**src/rtl/snp_req_initiator.sv**
```systemverilog
`default_nettype none
// ============================================================================
// Module   : snp_req_initiator
// Purpose  : Broadcasts a snoop for a local miss, then collects one response per
//            peer to produce the requester's next MESI state.
// Option   : SNP_TIMEOUT_EN adds a COLLECT-phase timeout (done_err=1).
// Revision : 1.0 - initial release
// ============================================================================
module snp_req_initiator #(
   parameter int NUM_PEERS   = 3,
   parameter int ADDR_W      = 32,
   parameter int TIMEOUT_CYC = 64
) (
   input  logic                   clk,
   input  logic                   rst_n,
   input  logic                   req_valid,
   output logic                   req_ready,
   input  logic [1:0]             req_op,
   input  logic [ADDR_W-1:0]      req_addr,
   output logic                   snp_valid,
   input  logic                   snp_ready,
   output logic [1:0]             snp_op,
   output logic [ADDR_W-1:0]      snp_addr,
   input  logic [NUM_PEERS-1:0]   rsp_valid,
   input  logic [2*NUM_PEERS-1:0] rsp_rsp,
   output logic                   done_valid,
   output logic [2:0]             done_nxtSt,
   output logic                   done_err,
   output logic                   busy
);

   localparam logic [1:0] SUREQ_RD   = 2'd0;
   localparam logic [1:0] SUREQ_RFO  = 2'd1;
   localparam logic [1:0] SUREQ_INV  = 2'd2;
   localparam logic [1:0] SDRSP_OKAY = 2'd0;
   localparam logic [2:0] MESI_I     = 3'd0;
   localparam logic [2:0] MESI_S     = 3'd1;
   localparam logic [2:0] MESI_E     = 3'd2;
   localparam logic [2:0] MESI_M     = 3'd3;

   typedef enum logic [1:0] {IDLE, ISSUE, COLLECT, DONE} state_t;

   state_t                state;
   logic [1:0]            op_q;
   logic [ADDR_W-1:0]     addr_q;
   logic [NUM_PEERS-1:0]  pending;
   logic [NUM_PEERS-1:0]  rsp_hit;
   logic [NUM_PEERS-1:0]  rsp_okay;
   logic [NUM_PEERS-1:0]  pending_nxt;
   logic                  sharer;
   logic                  sharer_nxt;
   logic                  tmo_hit;

   if (TIMEOUT_CYC < 1) begin : g_bad_timeout
      $error("TIMEOUT_CYC must be at least 1");
   end

   for (genvar i = 0; i < NUM_PEERS; i++) begin : g_peer
      assign rsp_hit[i]  = rsp_valid[i] & pending[i];
      assign rsp_okay[i] = rsp_hit[i] & (rsp_rsp[2*i +: 2] == SDRSP_OKAY);
   end

   assign pending_nxt = pending & ~rsp_hit;
   assign sharer_nxt  = sharer | (|rsp_okay);

   function automatic logic [2:0] grant_state(input logic [1:0] op, input logic shr);
      case (op)
         SUREQ_RD:  return shr ? MESI_S : MESI_E;
         SUREQ_RFO: return MESI_M;
         SUREQ_INV: return MESI_M;
         default:   return MESI_M;
      endcase
   endfunction

`ifdef SNP_TIMEOUT_EN
   localparam int CNT_W = $clog2(TIMEOUT_CYC + 1);
   logic [CNT_W-1:0] tmo_cnt;

   // Cleared while ISSUE is waiting, so it is zero on the first COLLECT cycle.
   always_ff @(posedge clk or negedge rst_n) begin
      if (!rst_n)
         tmo_cnt <= '0;
      else if (state == ISSUE)
         tmo_cnt <= '0;
      else if (state == COLLECT && (|pending))
         tmo_cnt <= tmo_cnt + 1'b1;
   end

   assign tmo_hit = (tmo_cnt == CNT_W'(TIMEOUT_CYC - 1));
`else
   assign tmo_hit = 1'b0;
`endif

   always_ff @(posedge clk or negedge rst_n) begin
      if (!rst_n) begin
         state      <= IDLE;
         op_q       <= SUREQ_RD;
         addr_q     <= '0;
         pending    <= '0;
         sharer     <= 1'b0;
         done_valid <= 1'b0;
         done_nxtSt <= MESI_I;
         done_err   <= 1'b0;
      end else begin
         done_valid <= 1'b0;
         done_nxtSt <= MESI_I;
         done_err   <= 1'b0;
         case (state)
            IDLE: begin
               if (req_valid) begin
                  op_q   <= req_op;
                  addr_q <= req_addr;
                  state  <= ISSUE;
               end
            end
            ISSUE: begin
               if (snp_ready) begin
                  pending <= '1;
                  sharer  <= 1'b0;
                  state   <= COLLECT;
               end
            end
            COLLECT: begin
               pending <= pending_nxt;
               sharer  <= sharer_nxt;
               // A final response in the timeout cycle wins over the timeout.
               if (pending_nxt == '0) begin
                  state      <= DONE;
                  done_valid <= 1'b1;
                  done_nxtSt <= grant_state(op_q, sharer_nxt);
               end else if (tmo_hit) begin
                  state      <= DONE;
                  pending    <= '0;
                  done_valid <= 1'b1;
                  done_err   <= 1'b1;
               end
            end
            DONE:    state <= IDLE;
            default: state <= IDLE;
         endcase
      end
   end

   assign req_ready = (state == IDLE);
   assign snp_valid = (state == ISSUE);
   assign busy      = (state != IDLE);
   assign snp_op    = op_q;
   assign snp_addr  = addr_q;

endmodule
`default_nettype wire

```
**config.mk**
```make
export PLATFORM = sky130hd
export DESIGN_NAME = snp_req_initiator
export DESIGN_NICKNAME = d
export VERILOG_FILES = /design/src/rtl/snp_req_initiator.sv
export SDC_FILE = /design/constraint.sdc
export NUM_CORES = 1
export LEC_CHECK = 0
export CAP_MARGIN = 20
export CORE_MARGIN = 8
export CORE_UTILIZATION = 42
export DETAILED_ROUTE_END_ITERATION = 6
export PLACE_DENSITY = 0.82
export REMOVE_ABC_BUFFERS = 1
export SYNTH_ARGS = -nofsm -noshare
export SYNTH_HDL_FRONTEND = slang
export SYNTH_SLANG_ARGS = --single-unit
```
**constraint.sdc**
```tcl
create_clock -name clk -period 2.6 [get_ports clk]
set_input_delay 0.26 -clock clk [delete_from_list [all_inputs] [get_ports clk]]
set_output_delay 0.26 -clock clk [all_outputs]
set_load 0.05 [all_outputs]
```
==> results.sh <==
export IMPL_status="complete, no violations"
export IMPL_maxCapViolations=0
export IMPL_min_period_ns=2.20
export IMPL_ys_ff_latch=43
export IMPL_r2r_start="pending[0]"
export IMPL_tns_ns=0
export IMPL_track_usage_pct=14.6
export IMPL_max_freq_ghz=0.455
export IMPL_finClkSkew_ns=0.00638
export IMPL_power_uw=4070
export IMPL_post_cts_resized=0
export IMPL_drtAntennaViolNets=0
export IMPL_dpl_hpwl_mm=3.69
export IMPL_antenna_found_initial=0
export IMPL_clock_path_buffers=2
export IMPL_via_per_inst=4.95
export IMPL_critPathMaxStageDelay_ns=0.86
export IMPL_placed_cell_area_um2=2650
export IMPL_cts_buffers=5
export IMPL_slew_headroom_pct=37.9
export IMPL_drt_iter0_drc=28
export IMPL_pin_count=89
export IMPL_crit_start="state[1]"
export IMPL_cts_clk_slew_worst_paths_ns=0.07
export IMPL_insertion_delay_ns=0.29
export IMPL_dp_slack_ns=0.572
export IMPL_period_share_pct=84.5
export IMPL_final_nets=269
export IMPL_hold_viol_final=0
export IMPL_drt_wl_total_mm=4.65
export IMPL_diodes=0
export IMPL_area_growth_pct=56.4
export IMPL_grt_pass1_wl_mm=7.29
export IMPL_synth_area_um2=1740
export IMPL_root_buffer="clkbuf_8"
export IMPL_cp_start_kind="register"
export IMPL_yosysWarnings=0
export IMPL_post_cts_buffers=0
export IMPL_setup_viol=0
export IMPL_final_cell_mix="85 x clkdlybuf4s50_1, 43 x dfrtp_1, 34 x mux2_2"
export IMPL_power_density_nw_per_um2=1490
export IMPL_route_detailed_drc=0
export IMPL_drive_above_1_share_pct=20.2
export IMPL_crit_slowest_cell="clkdlybuf4s50_1"
export IMPL_gp_congestion=0.823
export IMPL_worstPathArrival_ns=1.94
export IMPL_drt_wirelength_per_cell_um=17.3
export IMPL_crit_type="reg2out"
export IMPL_num_rows=23
export IMPL_rsz0062_at_grt="no"
export IMPL_design_area_um2=2730
export IMPL_ir_worst_vdd_mv=0.957
export IMPL_die_h_um=80.4
export IMPL_design_die_area_um2=6470
export IMPL_grt_overflow=0
export IMPL_core_area_um2=4000
export IMPL_tightest_slew_ns=0.931
export IMPL_hold_class="in2async"
export IMPL_io_buffers=86
export IMPL_initial_core_util_pct=43.6
export IMPL_crit_family="buffers and inverters"
export IMPL_num_vias=1327
export IMPL_grt_max_degree=44
export IMPL_cts_sinks=43
export IMPL_ys_top_cells_by_area="dfrtp_1 62%, mux2_2 22%, nand2_1 2.8%, ha_1 2.2%, inv_1 1.7%"
export IMPL_synth_cell_types=20
export IMPL_cp_max_fo=7
export IMPL_cts_hold_buf=0
export IMPL_drv_slew=0
export IMPL_crit_buf_inv=2
export IMPL_endpoint_kind="output pin"
export IMPL_final_common_cell="clkdlybuf4s50_1"
export IMPL_grt_pass1_vias=1511
export IMPL_cp_data_required_time_ns=2.34
export IMPL_ys_seq_area_share_pct=61.7
export IMPL_die_w_um=80.4
export IMPL_leakage_uw=0.00118
export IMPL_drtPass1Iterations=4
export IMPL_htreeDepth=2
export IMPL_synth_cells=128
export IMPL_layout_setup_ws_ns=0.404
export IMPL_cts_tree="done"
export IMPL_synth_top_cell_by_area="dfrtp_1"
export IMPL_cp_cell_sequence="inv_1 > ha_1 > clkdlybuf4s50_1"
export IMPL_synth_area_per_cell_um2=13.6
export IMPL_yosysTopAreaCellShare_pct=61.7
-- layer usage --
layer	GRT usage (%)	wire length, um	vias up	part of all wire [%]
li1	-	-	616	-
met1	13.8	1630	649	35
met2	25.1	2370	57	51
met3	9.04	577	5	12
met4	5.45	63	0	1.4
met5	0	0	-	0
-- kinds of logic after synthesis --
| logic type | share of synthesized area (%) |
|---|---|
| fa+ha+maj | 2.15 |
| flops | 61.7 |
| compound gates | 5.03 |
| buf+inv | 3.45 |
| mux | 22.6 |
| other cells | 0.215 |
| simple gates | 4.81 |
-- power by group --
group          leakage, uW  internal [uW]  switching (uW)
Sequential        0.000510            998             190
Combinational     0.000635            934            1560
Clock            0.0000361            178             207
-- layout make-up --
| class | instances | area, um^2 |
|---|---|---|
| fill | 301 | 1270 |
| sequential | 43 | 1080 |
| timing repair buffer | 88 | 871 |
| multi-input combinational | 73 | 611 |
| inverter | 8 | 30.0 |
| clock inverter | 1 | 7.51 |
| clock buffer | 5 | 68.8 |
| tap | 50 | 62.6 |
-- through the flow --
| stage | std cells | utilization (%) | hold slack [ns] |
|---|---|---|---|
| global placement | 262 | 66.2 | 0.433 |
| CTS | 268 | 68.2 | 0.135 |
| finish | 268 | 68.2 | 0.105 |
| global route | 268 | 68.2 | 0.188 |
| detailed placement | 262 | 66.2 | 0.458 |
| floorplan | 124 | - | -0.0356 |
-- sequential cells by signal, indices dropped and copies added, names as in the netlist --
name and count:
done_nxtSt 2, sharer 1, state 2, snp_addr 32, snp_op 2, pending 3, done_valid 1
-- cell usage after synthesis, drive strengths merged --
library cell,n
nand2,13
nor2,2
nor3,3
ha,3
a222oi,1
buf,5
inv,8
nand2b,1
nor4,1
a21oi,4
o21ai,4
conb,1
o211ai,1
dfrtp,43
o221a,1
a2bb2oi,1
mux2,35
o311a,1
-- worst paths after layout --
check,to,slack (ns),cells past startpoint
min,snp_addr[20],0.10,1
max reg2reg,state[1],0.88,3
min in group clk,snp_addr[22],0.51,1
min reg2reg,snp_addr[22],0.51,1
max in group asynchronous,state[0],1.91,1
max,snp_valid,0.40,3
Note: power is estimated with default switching activity, not from simulation.
